**config.mk**
```make
export PLATFORM = sky130hd
export DESIGN_NAME = control_sequencer
export DESIGN_NICKNAME = d
export VERILOG_FILES = /design/src/rtl/cpu_ctrl_pkg.sv /design/src/rtl/flag_register.sv /design/src/rtl/control_sequencer.sv
export SDC_FILE = /design/constraint.sdc
export NUM_CORES = 1
export LEC_CHECK = 0
export BUFFER_PORTS_ARGS = -buffer_cell sky130_fd_sc_hd__buf_2
export CELL_PAD_IN_SITES_DETAIL_PLACEMENT = 1
export CELL_PAD_IN_SITES_GLOBAL_PLACEMENT = 2
export CORE_MARGIN = 1
export CORE_UTILIZATION = 22
export CTS_CLUSTER_SIZE = 12
export DETAILED_ROUTE_END_ITERATION = 7
export HOLD_SLACK_MARGIN = 0.05
export PLACE_DENSITY = 0.78
export SLEW_MARGIN = 20
export SYNTH_ARGS = -nofsm -noshare
export SYNTH_HDL_FRONTEND = slang
export SYNTH_SLANG_ARGS = --single-unit
```
**constraint.sdc**
```tcl
create_clock -name clock -period 1.5 [get_ports clock]
set_input_delay 0.15 -clock clock [delete_from_list [all_inputs] [get_ports clock]]
set_output_delay 0.15 -clock clock [all_outputs]
set_load 0.005 [all_outputs]
```
**src/rtl/cpu_ctrl_pkg.sv**
```systemverilog
// cpu_ctrl_pkg: shared control-word bit map, sequencer modes and status bit indices
package cpu_ctrl_pkg;
  localparam int CW_W = 31;
  localparam logic [CW_W-1:0] FETCH_CW = 31'h0000_0008;
  localparam int PSEL_HI = 30;
  localparam int PSEL_LO = 29;
  localparam int DA_HI   = 28;
  localparam int DA_LO   = 24;
  localparam int SA_HI   = 23;
  localparam int SA_LO   = 19;
  localparam int SB_HI   = 18;
  localparam int SB_LO   = 14;
  localparam int FSEL_HI = 13;
  localparam int FSEL_LO = 9;
  localparam int REGW    = 8;
  localparam int RAMW    = 7;
  localparam int EN_MEM  = 6;
  localparam int EN_ALU  = 5;
  localparam int EN_B    = 4;
  localparam int EN_PC   = 3;
  localparam int BSEL    = 2;
  localparam int PCSEL   = 1;
  localparam int SL      = 0;
  localparam int ST_V  = 4;
  localparam int ST_C  = 3;
  localparam int ST_Z  = 2;
  localparam int ST_N  = 1;
  localparam int ST_ZI = 0;
  typedef enum logic {MODE_FETCH = 1'b0, MODE_EXEC = 1'b1} mode_t;
endpackage

```
**src/rtl/flag_register.sv**
```systemverilog
// flag_register: architectural {V,C,Z,N} flags with load enable
//   clock, reset_n : clock and async active-low clear
//   en, d          : load enable and next flag value
//   q              : registered flags
module flag_register (
  input  logic       clock,
  input  logic       reset_n,
  input  logic       en,
  input  logic [3:0] d,
  output logic [3:0] q
);
  always_ff @(posedge clock or negedge reset_n)
    if (!reset_n) q <= '0;
    else if (en) q <= d;
endmodule

```
**src/rtl/control_sequencer.sv**
```systemverilog
// control_sequencer: fetch/exec sequencer gating decoder control words onto the datapath
//   clock, reset_n            : clock and async active-low reset
//   instruction, imem_ready   : instruction memory data and valid
//   dmem_ready                : data memory access complete
//   alu_status                : live ALU flags {V,C,Z,N,ZI}
//   cw_in, next_state_in      : decoder control word and next phase
//   flag_set                  : decoder requests a flag update
//   ir, state, status         : instruction, phase and flags back to decoders
//   fetch, control_word       : imem request and gated datapath control word
module control_sequencer
  import cpu_ctrl_pkg::*;
#(
  parameter int CW_W = cpu_ctrl_pkg::CW_W,
  parameter logic [CW_W-1:0] FETCH_CW = cpu_ctrl_pkg::FETCH_CW
) (
  input  logic            clock,
  input  logic            reset_n,
  input  logic [31:0]     instruction,
  input  logic            imem_ready,
  input  logic            dmem_ready,
  input  logic [4:0]      alu_status,
  input  logic [CW_W-1:0] cw_in,
  input  logic [1:0]      next_state_in,
  input  logic            flag_set,
  output logic [31:0]     ir,
  output logic [1:0]      state,
  output logic [4:0]      status,
  output logic            fetch,
  output logic [CW_W-1:0] control_word
);
  localparam logic [CW_W-1:0] REGW_MASK = ~(CW_W'(1) << REGW);
  mode_t mode;
  logic stall;
  logic [3:0] flags;
  assign fetch = mode == MODE_FETCH;
  assign stall = !fetch && (cw_in[EN_MEM] || cw_in[RAMW]) && !dmem_ready;
  // only the register write is suppressed while stalled; memory strobes stay up
  assign control_word = fetch ? FETCH_CW : stall ? cw_in & REGW_MASK : cw_in;
  assign status = {flags, alu_status[ST_ZI]};
  always_ff @(posedge clock or negedge reset_n)
    if (!reset_n) begin
      mode <= MODE_FETCH;
      ir <= '0;
      state <= 2'b00;
    end else if (fetch) begin
      if (imem_ready) begin
        ir <= instruction;
        state <= 2'b00;
        mode <= MODE_EXEC;
      end
    end else if (!stall) begin
      state <= next_state_in;
      mode <= next_state_in == 2'b00 ? MODE_FETCH : MODE_EXEC;
    end
  flag_register u_flags (
    .clock  (clock),
    .reset_n(reset_n),
    .en     (!fetch && flag_set && !stall),
    .d      (alu_status[ST_V:ST_N]),
    .q      (flags)
  );
endmodule

```
After elaboration in Yosys (flattened, before gate mapping)

Cells that the tools add are included.
Widths: inputs -> output; s select.

Reduce and logical (&&, ||, !) cells: 11
Multipliers: 0
$lt $le $gt $ge: 0
Shifts and indexed selects: 0
Eq/ne operators: 1
Add/sub/neg operators: 0
Div/mod/pow operators: 0
Muxes and demuxes: 9
Bitwise logic cells: 1

Operator list:

| operator           | count |
|---|---|
| $mux 31            | 1 |
| $mux 9             | 1 |
| $mux 2             | 3 |
| $logic_and 1x1->1  | 4 |
| $mux 1             | 4 |
| $reduce_and 2->1   | 2 |
| $logic_not 1->1    | 2 |
| $logic_not 2->1    | 1 |
| $ne 2x2->1 const B | 1 |
| $reduce_bool 2->1  | 1 |
| $logic_or 1x1->1   | 1 |
| $not 1->1          | 1 |

Flip-flop bits (word level): 39
Logic and storage cells: 26
Input bits: 75
Bits in read-only memories: 0
Output and inout bits: 71
Bits in writable memories: 0
Memories kept: 0
Latch bits: 0

Longest topological paths before layout

Depth in word-level cells: 5
Gate-level depth with buffers: 4
Depth with buffers taken out: 3

Hierarchy

A second synthesis with hierarchy kept.

Cell total of the unflattened synthesis: 126
Area, all modules: 1,851.8 um2

By module, submodules not included:

| module            | area an instance (um2) | seq. area each (um2) | times used | cells an instance |
|---|---|---|---|---|
| control_sequencer | 1,706.6                | 875.8                | 1          | 118 |
| flag_register     | 145.1                  | 100.1                | 1          | 8 |

Worst setup path after synthesis

No wires, ideal clock.

Kind: reg2reg
Start point: register mode
End point: register ir[0]
Period minus slack after synthesis: 1.239 ns
Cell stages (with the launch flop): 5
Library setup time: 0.125 ns
Required time: 1.375 ns
Data arrival time: 1.114 ns
Slack: 0.261 ns
Path buffers: 2
Cells stage by stage: dfrtp_1 -> nor2b_2 -> buf_6 -> buf_12 -> mux2_4

Longest elaborated chain between the ends: 2

Ends and longest elaborated chain:

| what                       | RTL line                | source |
|---|---|---|
| start, declared            | control_sequencer.sv:32 | `mode_t mode;` |
| start signal, assigned     | control_sequencer.sv:53 | `mode <= next_state_in == 2'b00 ? MODE_FETCH : MODE_EXEC;` |
| $not 1->1 (no line)        | -                       |  |
| $reduce_and 2->1 (no line) | -                       |  |
| end signal, assigned       | control_sequencer.sv:47 | `ir <= instruction;` |
| end, declared              | control_sequencer.sv:25 | `output logic [31:0] ir,` |

Every way passes these cells.
A chain may end at the register's enable or synchronous reset.

Worst setup path in the final report

Start point: register mode
End point: output port control_word[3]

Longest elaborated chain between the ends: 1

Ends and longest elaborated chain:

| what          | RTL line                | source |
|---|---|---|
| $mux 31       | control_sequencer.sv:38 | `assign control_word = fetch ? FETCH_CW : stall ? cw_in & REGW_MASK : cw_in;` |
| end, declared | control_sequencer.sv:29 | `output logic [CW_W-1:0] control_word` |

Every way passes these cells.

==> qor.csv <==
metric;value;unit
outcome;completed;
Syn Nets;200;
Worst Hold Class;in2reg;
Fmax;711;MHz
Initial Util;22.7;%
WP buf/inv;2;
Yosys reg bits;39;
TritonCTS buffer count;5;
share of cells above drive strength 1;71.3;%
Post-CTS Setup Bufs;0;
routed wire length;4650;µm
Avg WL per Cell;12.2;µm
fin crit share;93.8;%
antenna violations before repair;0;
Area contributors post-synth;dfrtp_1 53%, mux2_4 24%, and2_1 9.4%;
Yosys cell types;17;
Rel. slew slack;85.7;%
die footprint;8820;µm²
average size of a mapped cell;14.9;µm²
CTS clk-pin slew, worst paths;70;ps
Main synth FF type;dfrtp_1;
Yosys top cell area share;52.5;%
Req. time, crit path;1350;ps
Flop pwr share;45.9;%
drt pass-1 iters;4;
Post-synth EDFFs;0;
VDD IR max;0.000542;V
fin nets;349;
clk sinks;39;
TNS Setup;0;ps
clock share of power;20.2;%
initial DRC count;11;
delay-heaviest family, CP;flip-flops;
antenna fix cells;0;
number of cells on the worst hold path;2;
via count;1540;
Comb pwr share;34.0;%
Die Ht;93.9;µm
cells after synthesis;125;
async set-reset flop share out of synthesis;100;%
Pins Over Slew Limit;0;
yosys warns;0;
Crit. path cell count;3;
Ports;146;
CTS tree;built;
root buffer cell;clkbuf_8;
critical-path cell list;buf_6 > or2b_1 > buf_2;
Lkg Pwr;0.00148;µW
top cells by count, synth;39 x dfrtp_1, 30 x mux2_4, 28 x and2_1;
CORE AREA;8180;µm²
area delta synth->final;50.1;%
most common cell in the netlist;dfrtp_1;
row cnt;33;
Post-Syn Area;1860;µm²
DPL Wire Length;3710;µm
FF-to-FF setup slack;190;ps
Longest Clk Path Bufs;2;
Port Buffers;143;
number of global-route vias before repair;1482;
Pwr Total;3300;µW
fill count;958;
Worst Setup Start Kind;flop;
CP Capture Type;primary output;
Avg Vias per Cell;4.05;
FF-to-FF path depth;3;
path type of the worst setup path;reg2out;
Arrival @ worst endpoint;1260;ps
largest net degree at the start of global routing;40;
RSZ-0062 raised after global routing;false;
drc violations;0;
CP max FO;25;
worst slew pin tran;214;ps
min Tclk post-route;1410;ps
Routed Antenna Nets;0;
total gr overflow;0;
H-tree Lvls;2;
Worst path max stage delay;430;ps
Worst path slowest cell;dfrtp_1;
leading area contributor after synthesis;dfrtp_1;
sequential area share after synthesis;52.5;%
final setup violation count;0;
sw frac;26.6;%
die width;93.9;µm
first-pass GRT wire length;7190;µm
final setup skew;3.22;ps
GRT Total Usage;10.5;%
Skew-Pair Late Insertion Delay;280;ps
Final Hold Viols;0;
Max-Cap Viols;0;
final estimated routing congestion in global placement;0.661;
Pwr Density;1180;nW/µm²
P_sw;877;µW
total internal power;2420;µW
-- worst reg2reg max path, stage by stage (launching register included) --
cell	delay, ps
dfrtp_1	430
nor2b_4	180
buf_12	220
mux2_2	380
-- power groups by stage --
stage | logic [µW] | registers [µW] | clock network, µW
3_3_place_gp | 1120 | 1520 | 0
5_1_grt | 1230 | 1560 | 757
3_5_place_dp | 1140 | 1530 | 0
4_1_cts | 1140 | 1520 | 711
6_report | 1120 | 1510 | 665
2_1_floorplan | 561 | 1540 | 0
-- cells by family after synthesis --
kind of cell | Yosys count | synth area share [%]
flip-flops | 39 | 52.5
multiplexers | 38 | 29.1
AND/OR/NAND/NOR | 35 | 11.8
buffers and inverters | 10 | 5.25
AO/OA/AOI/OAI | 3 | 1.35
-- final cells by class --
type / count / area (µm²) / share of cell area, %
multi-input cells: 76 / 793 / 28.4
repair buffers: 150 / 800 / 28.7
clock inverters: 1 / 5.00 / 0.179
well taps: 105 / 131 / 4.71
flip-flops and latches: 39 / 976 / 35.0
inverters: 2 / 7.51 / 0.269
clock buffers: 7 / 76.3 / 2.74
-- metal layers --
layer	track usage, %	vias to the layer above	share of wire [%]	wire length (µm)
met5	0	-	0	0
met4	2.69	0	0.86	40
met3	4.29	5	11	527
met2	18.6	89	50	2310
met1	11.6	734	38	1770
li1	-	712	-	-
-- layout by cell type, fill, tap and decap left out, drive strengths merged --
cell           n
nor2b          3
o21ai          1
clkbuf         7
clkinv         1
o32a           1
buf          149
or2b           1
o211a          1
nor2           2
mux2          38
inv            2
dfrtp         39
dlygate4sd3    1
and2          29
-- path summary, 6_finish.rpt --
check / startpoint / endpoint
worst max-delay path: mode / control_word[3]
worst min-delay path: instruction[12] / ir[12]
worst max register to register: mode / ir[10]
worst min register to register: u_flags.q[0] / u_flags.q[0]
max in group asynchronous: reset_n / ir[31]
min in group asynchronous: reset_n / ir[22]
-- timing repair --
| item | CTS | global route |
|---|---|---|
| hold buffers | 1 | 0 |
| resized for setup | 1 | 2 |
| hold endpoints to repair | 39 | 0 |
| setup endpoints to repair | 1 | 2 |
-- flip-flops by register name, summed over array words and instances (netlist names) --
register	count
ir	32
mode	1
state	2
u_flags.q	4
-- stage by stage --
| stage | hold slack, ps | cells | utilization, % | worst slack, ps | cell area (µm²) |
|---|---|---|---|---|---|
| 4_1_cts | 80.4 | 380 | 34.0 | 17.2 | 2780 |
| 6_report | 95.3 | 380 | 34.1 | 92.6 | 2790 |
| 5_1_grt | 69.0 | 380 | 34.1 | 9.64 | 2790 |
| 2_1_floorplan | -146 | 125 | - | 261 | 1860 |
| 3_3_place_gp | 137 | 371 | 32.9 | 219 | 2690 |
| 3_5_place_dp | 140 | 371 | 32.9 | 187 | 2690 |
Note: power is estimated with default switching activity, not from simulation.
